`src/rtl/gated_event_counter_if.sv`:
```
// Bundles the gate input, controls and the counter status outputs.
// The master drives s/enable/clear; the slave (counter) returns the status.
interface gated_event_counter_if #(
    parameter int WIDTH = 8
);
    logic             s;
    logic             enable;
    logic             clear;
    logic [WIDTH-1:0] count;
    logic             pulse;
    logic             overflow;
    logic [1:0]       state;

    modport master (
        output s, enable, clear,
        input  count, pulse, overflow, state
    );

    modport slave (
        input  s, enable, clear,
        output count, pulse, overflow, state
    );
endinterface

```
`src/rtl/gated_event_counter.sv`:
```
// Debounces the gate level s and counts each qualified high period once.
// Provides a saturating count, a one-cycle event pulse and a sticky overflow flag.
//
//  state | meaning
//  ------+------------------------------------------------------------
//  IDLE  | waiting for s high with enable
//  QUAL  | s has been high for stab consecutive samples, not yet STABLE
//  HELD  | event issued; waiting for s low before another can start
module gated_event_counter #(
    parameter int WIDTH  = 8,
    parameter int STABLE = 3
) (
    input  logic                 clk_i,
    input  logic                 reset_i,
    gated_event_counter_if.slave bus
);
    typedef enum logic [1:0] {
        IDLE = 2'b00,
        QUAL = 2'b01,
        HELD = 2'b10
    } state_t;

    localparam logic [7:0]       STAB_LAST = 8'(STABLE - 1);
    localparam logic [WIDTH-1:0] CNT_MAX   = '1;

    state_t           state_q, state_d;
    logic [7:0]       stab_q, stab_d;
    logic [WIDTH-1:0] count_q, count_d;
    logic             pulse_q, pulse_d;
    logic             ovf_q, ovf_d;
    logic             event_d;

    // Register FSM, stability counter and all outputs; reset wins over everything.
    always_ff @(posedge clk_i) begin
        if (reset_i) begin
            state_q <= IDLE;
            stab_q  <= 8'd0;
            count_q <= '0;
            pulse_q <= 1'b0;
            ovf_q   <= 1'b0;
        end else begin
            state_q <= state_d;
            stab_q  <= stab_d;
            count_q <= count_d;
            pulse_q <= pulse_d;
            ovf_q   <= ovf_d;
        end
    end

    // Next state and stability count; flags an event when qualification completes.
    always_comb begin
        state_d = state_q;
        stab_d  = stab_q;
        event_d = 1'b0;
        case (state_q)
            IDLE: begin
                if (bus.s && bus.enable) begin
                    if (STABLE == 1) begin
                        state_d = HELD;
                        stab_d  = 8'd0;
                        event_d = 1'b1;
                    end else begin
                        state_d = QUAL;
                        stab_d  = 8'd1;
                    end
                end
            end
            QUAL: begin
                if (!bus.s || !bus.enable) begin
                    state_d = IDLE;
                    stab_d  = 8'd0;
                end else if (stab_q == STAB_LAST) begin
                    state_d = HELD;
                    stab_d  = 8'd0;
                    event_d = 1'b1;
                end else begin
                    stab_d = stab_q + 8'd1;
                end
            end
            HELD: begin
                // enable is deliberately ignored here: only s low re-arms.
                if (!bus.s) begin
                    state_d = IDLE;
                end
            end
            default: begin
                state_d = IDLE;
                stab_d  = 8'd0;
            end
        endcase
    end

    // Next output values: clear resets the count but still lets a coincident event register as 1.
    always_comb begin
        count_d = count_q;
        ovf_d   = ovf_q;
        pulse_d = event_d;
        if (bus.clear) begin
            count_d = event_d ? WIDTH'(1) : '0;
            ovf_d   = 1'b0;
        end else if (event_d) begin
            if (count_q == CNT_MAX) begin
                ovf_d = 1'b1;
            end else begin
                count_d = count_q + WIDTH'(1);
            end
        end
    end

    assign bus.count    = count_q;
    assign bus.pulse    = pulse_q;
    assign bus.overflow = ovf_q;
    assign bus.state    = state_q;
endmodule

```
`src/flat_wrapper.sv`:
```
// flat-port wrapper written by rule: the top's interface ports become plain ports
module gated_event_counter_flat 
#(
    parameter int WIDTH  = 8,
    parameter int STABLE = 3
)
  (clk_i, reset_i, bus_s, bus_enable, bus_clear, bus_count, bus_pulse, bus_overflow, bus_state);
  gated_event_counter_if #(.WIDTH(WIDTH)) bus_i ();
  input  logic clk_i;
  input  logic reset_i;
  input wire logic [$bits(bus_i.s)-1:0] bus_s;
  input wire logic [$bits(bus_i.enable)-1:0] bus_enable;
  input wire logic [$bits(bus_i.clear)-1:0] bus_clear;
  output wire logic [$bits(bus_i.count)-1:0] bus_count;
  output wire logic [$bits(bus_i.pulse)-1:0] bus_pulse;
  output wire logic [$bits(bus_i.overflow)-1:0] bus_overflow;
  output wire logic [$bits(bus_i.state)-1:0] bus_state;
  assign bus_i.s = bus_s;
  assign bus_i.enable = bus_enable;
  assign bus_i.clear = bus_clear;
  assign bus_count = bus_i.count;
  assign bus_pulse = bus_i.pulse;
  assign bus_overflow = bus_i.overflow;
  assign bus_state = bus_i.state;
  gated_event_counter #(.WIDTH(WIDTH), .STABLE(STABLE)) u_core (.clk_i(clk_i), .reset_i(reset_i), .bus(bus_i));
endmodule
```
`config.mk`:
```
export PLATFORM = sky130hd
export DESIGN_NAME = gated_event_counter_flat
export DESIGN_NICKNAME = d
export VERILOG_FILES = /design/src/rtl/gated_event_counter_if.sv /design/src/rtl/gated_event_counter.sv /design/src/flat_wrapper.sv
export SDC_FILE = /design/constraint.sdc
export NUM_CORES = 1
export LEC_CHECK = 0
export ABC_CLOCK_PERIOD_IN_PS = 2200
export CORE_MARGIN = 4
export CORE_UTILIZATION = 46
export CTS_CLUSTER_DIAMETER = 200
export DETAILED_ROUTE_END_ITERATION = 10
export GPL_TIMING_DRIVEN = 0
export HOLD_SLACK_MARGIN = 0.05
export PLACE_DENSITY = 0.7
export SKIP_CTS_REPAIR_TIMING = 1
export SLEW_MARGIN = 25
export SYNTH_ARGS = -nofsm -noshare
export SYNTH_HDL_FRONTEND = slang
export SYNTH_SLANG_ARGS = --single-unit
```
`constraint.sdc`:
```
create_clock -name clk_i -period 2.2 [get_ports clk_i]
set_input_delay 0.44 -clock clk_i [delete_from_list [all_inputs] [get_ports clk_i]]
set_output_delay 0.44 -clock clk_i [all_outputs]
set_load 0.005 [all_outputs]
```
==> metrics <==
H-tree levels=1; Post-Syn Area per Cell=8.58 µm²; most common library cells after synthesis=dfxtp_1 (20), a21oi_1 (10), nor2_1 (10); post-route setup slack=0.0999 ns; Final Cell Area=1270 µm²; Final Max Tran Viols=0; Post-Synthesis Cells=116; clock sinks=20; main combinational cell family by area after synthesis=simple AND/OR/NAND/NOR gates; row cnt=16; Die Y=54.5 µm; Seq/Total Area, Yosys=40.3%; Setup crit end kind=flip-flop; static leakage=between 0.4 and 0.5 nW; Routed wire per std cell=13.2 µm; pre-CTS setup slack=-0.196 ns; total CTS buffers=3; clk_lat worst skew=0.30 ns; deepest clock path buffer count=2; antenna violations before repair=0; Final Wtd Congestion=0.847; Period Utilization, post-route=95.5%; Core Box Area=roughly 2000 µm²; first-pass GRT wire length=4120 µm; final setup fails=0; nets=~150; area share of fa/ha/maj cells after synthesis=3.77%; cell area after synthesis=just under 1000 µm²; Syn Nets=124; drt pass-1 iters=4; VDD IR-drop max=0.587 mV; antenna cells=0; synth unique cells=39; max cap viols=0; gr usage total=18.7%; XOR/XNOR share of the synthesized area=1.76%; CP Data Required Time=2.40 ns; PD cells=about 550 nW/µm²; Via density=5.78; WL final=~2200 µm; CTS tree=yes; top-count cell post-synth=dfxtp_1; fmax=476 MHz; fin crit period=2.10 ns; HP Class=reg -> reg; vias in the first global route=919; Yosys top cell area share=~40%; Worst setup SP type=flip-flop; Initial Util=49.7%; DRT iter0 DRCs=18; final setup skew=0.0113 ns; most used flip-flop cell after synthesis=dfxtp_1; post-synthesis mux area share=1.01%; largest net degree at the start of global routing=13; layout cells sized above 1=13.1%; number of synthesized flops with an enable pin=0; top cell type by total area after synthesis=dfxtp_1; Placed Area=roughly 1200 µm²; via count=948; ys async rst share=0%; drt drc=0; Antenna Nets Post-Route=0; Fin Setup TNS=0 ns; kind of critical path=reg -> reg; Yosys warning total=0; worst-margin pin slew=0.662 ns; full die area=2970 µm²; Root Driver=clkbuf_4; post-layout power=703 µW; Reg clk slew, reported paths=between 0.1 and 0.15 ns; Crit Path Max Fanout=10; crit path DAT=2.30 ns; Relative slew margins=55.7%; final hold vios=0; Yosys reg bits=20; DIE WIDTH=54.5 µm; GRT overflow=0; status=finished, final reports clean; IO Port Bufs=16; io pins=17; largest cells by area after synthesis=dfxtp_1 (40%), a21oi_1 (5.0%), ha_1 (3.8%); post-synthesis simple-gate area fraction=29.7%; Area Growth Syn to Fin=28.1%; area fraction in compound gates after synthesis=a little over a fifth; DP Wirelength=1590 µm
[registers in the layout, indices dropped and copies added (netlist names)]
register and cells:
u_core.bus.pulse 1, u_core.stab_q 8, u_core.bus.state 2, u_core.bus.count 8
u_core.bus.overflow 1
[final timing paths]
check / slack (ns) / startpoint / end / depth (start not counted)
setup / recovery: 0.1 / u_core.stab_q[0]$_SDFFE_PP0P_ / u_core.bus.count[7]$_SDFFE_PP0P_ / 7
hold / removal: 0.52 / u_core.stab_q[5]$_SDFFE_PP0P_ / u_core.stab_q[5]$_SDFFE_PP0P_ / 2
setup reg to reg: 0.1 / u_core.stab_q[0]$_SDFFE_PP0P_ / u_core.bus.count[7]$_SDFFE_PP0P_ / 7
hold reg to reg: 0.52 / u_core.stab_q[5]$_SDFFE_PP0P_ / u_core.stab_q[5]$_SDFFE_PP0P_ / 2
[kinds of logic (layout without fill, tap and decap cells)]
kind of cell,count (synthesis),after routing
AO/OA/AOI/OAI,32,32
buffers and inverters,6,27
multiplexers,1,1
AND/OR/NAND/NOR,52,52
adder cells (fa/ha/maj),3,3
XOR/XNOR,2,2
flip-flops,20,20
[layout by cell type (no fill, tap or decap), types with 2 or more instances in the layout]
cell type / n
o31ai_1: 3
or3_1: 2
o21ai_0: 5
nand3_1: 6
clkbuf_4: 3
nor3_1: 7
clkdlybuf4s50_1: 16
nand3b_1: 2
nand4_1: 2
nand4b_1: 2
a211oi_1: 4
nor2_1: 10
nor3b_1: 2
ha_1: 2
inv_1: 2
dfxtp_1: 18
a21oi_1: 9
nand2_1: 7
a22o_1: 2
dfxtp_2: 2
and3_1: 3
[per-stage QoR]
stage	std cells	hold WS [ns]	util, %
finish	164	0.525	63.6
global route	164	0.544	63.6
detailed placement	159	0.471	59.4
global placement	159	0.470	59.4
CTS	163	0.517	62.0
floorplan	116	0.465	-
[worst max-delay path, stage by stage (launching register included)]
cell and delay (ns):
dfxtp_2 0.35, inv_2 0.05, ha_2 0.16, or4b_4 0.49, or3_4 0.42, buf_2 0.20, o31ai_2 0.24, a21oi_1 0.09
[layer usage]
layer | vias to the layer above | GRT usage [%] | share of wire, %
met5 | - | 0 | 0
met4 | 0 | 4.98 | 0.92
met3 | 4 | 3.81 | 5.9
met2 | 22 | 28.3 | 42
met1 | 440 | 26.8 | 51
li1 | 482 | - | -
[report_power, final]
group	switching, mW	internal (mW)	leakage [nW]
Clock	0.117	0.184	0.0279
Sequential	0.00274	0.364	0.162
Combinational	0.0190	0.0160	0.240
[area by class of cell]
type / instances / area (µm²)
Buffer: 3 / 12.5
Sequential cell: 20 / 403
Fill cell: 184 / 728
Clock buffer: 3 / 22.5
Timing Repair Buffer: 17 / 168
Clock inverter: 1 / 30.0
Multi-Input combinational cell: 90 / 593
Inverter: 3 / 11.3
Tap cell: 27 / 33.8
Note: power is estimated with default switching activity, not from simulation.
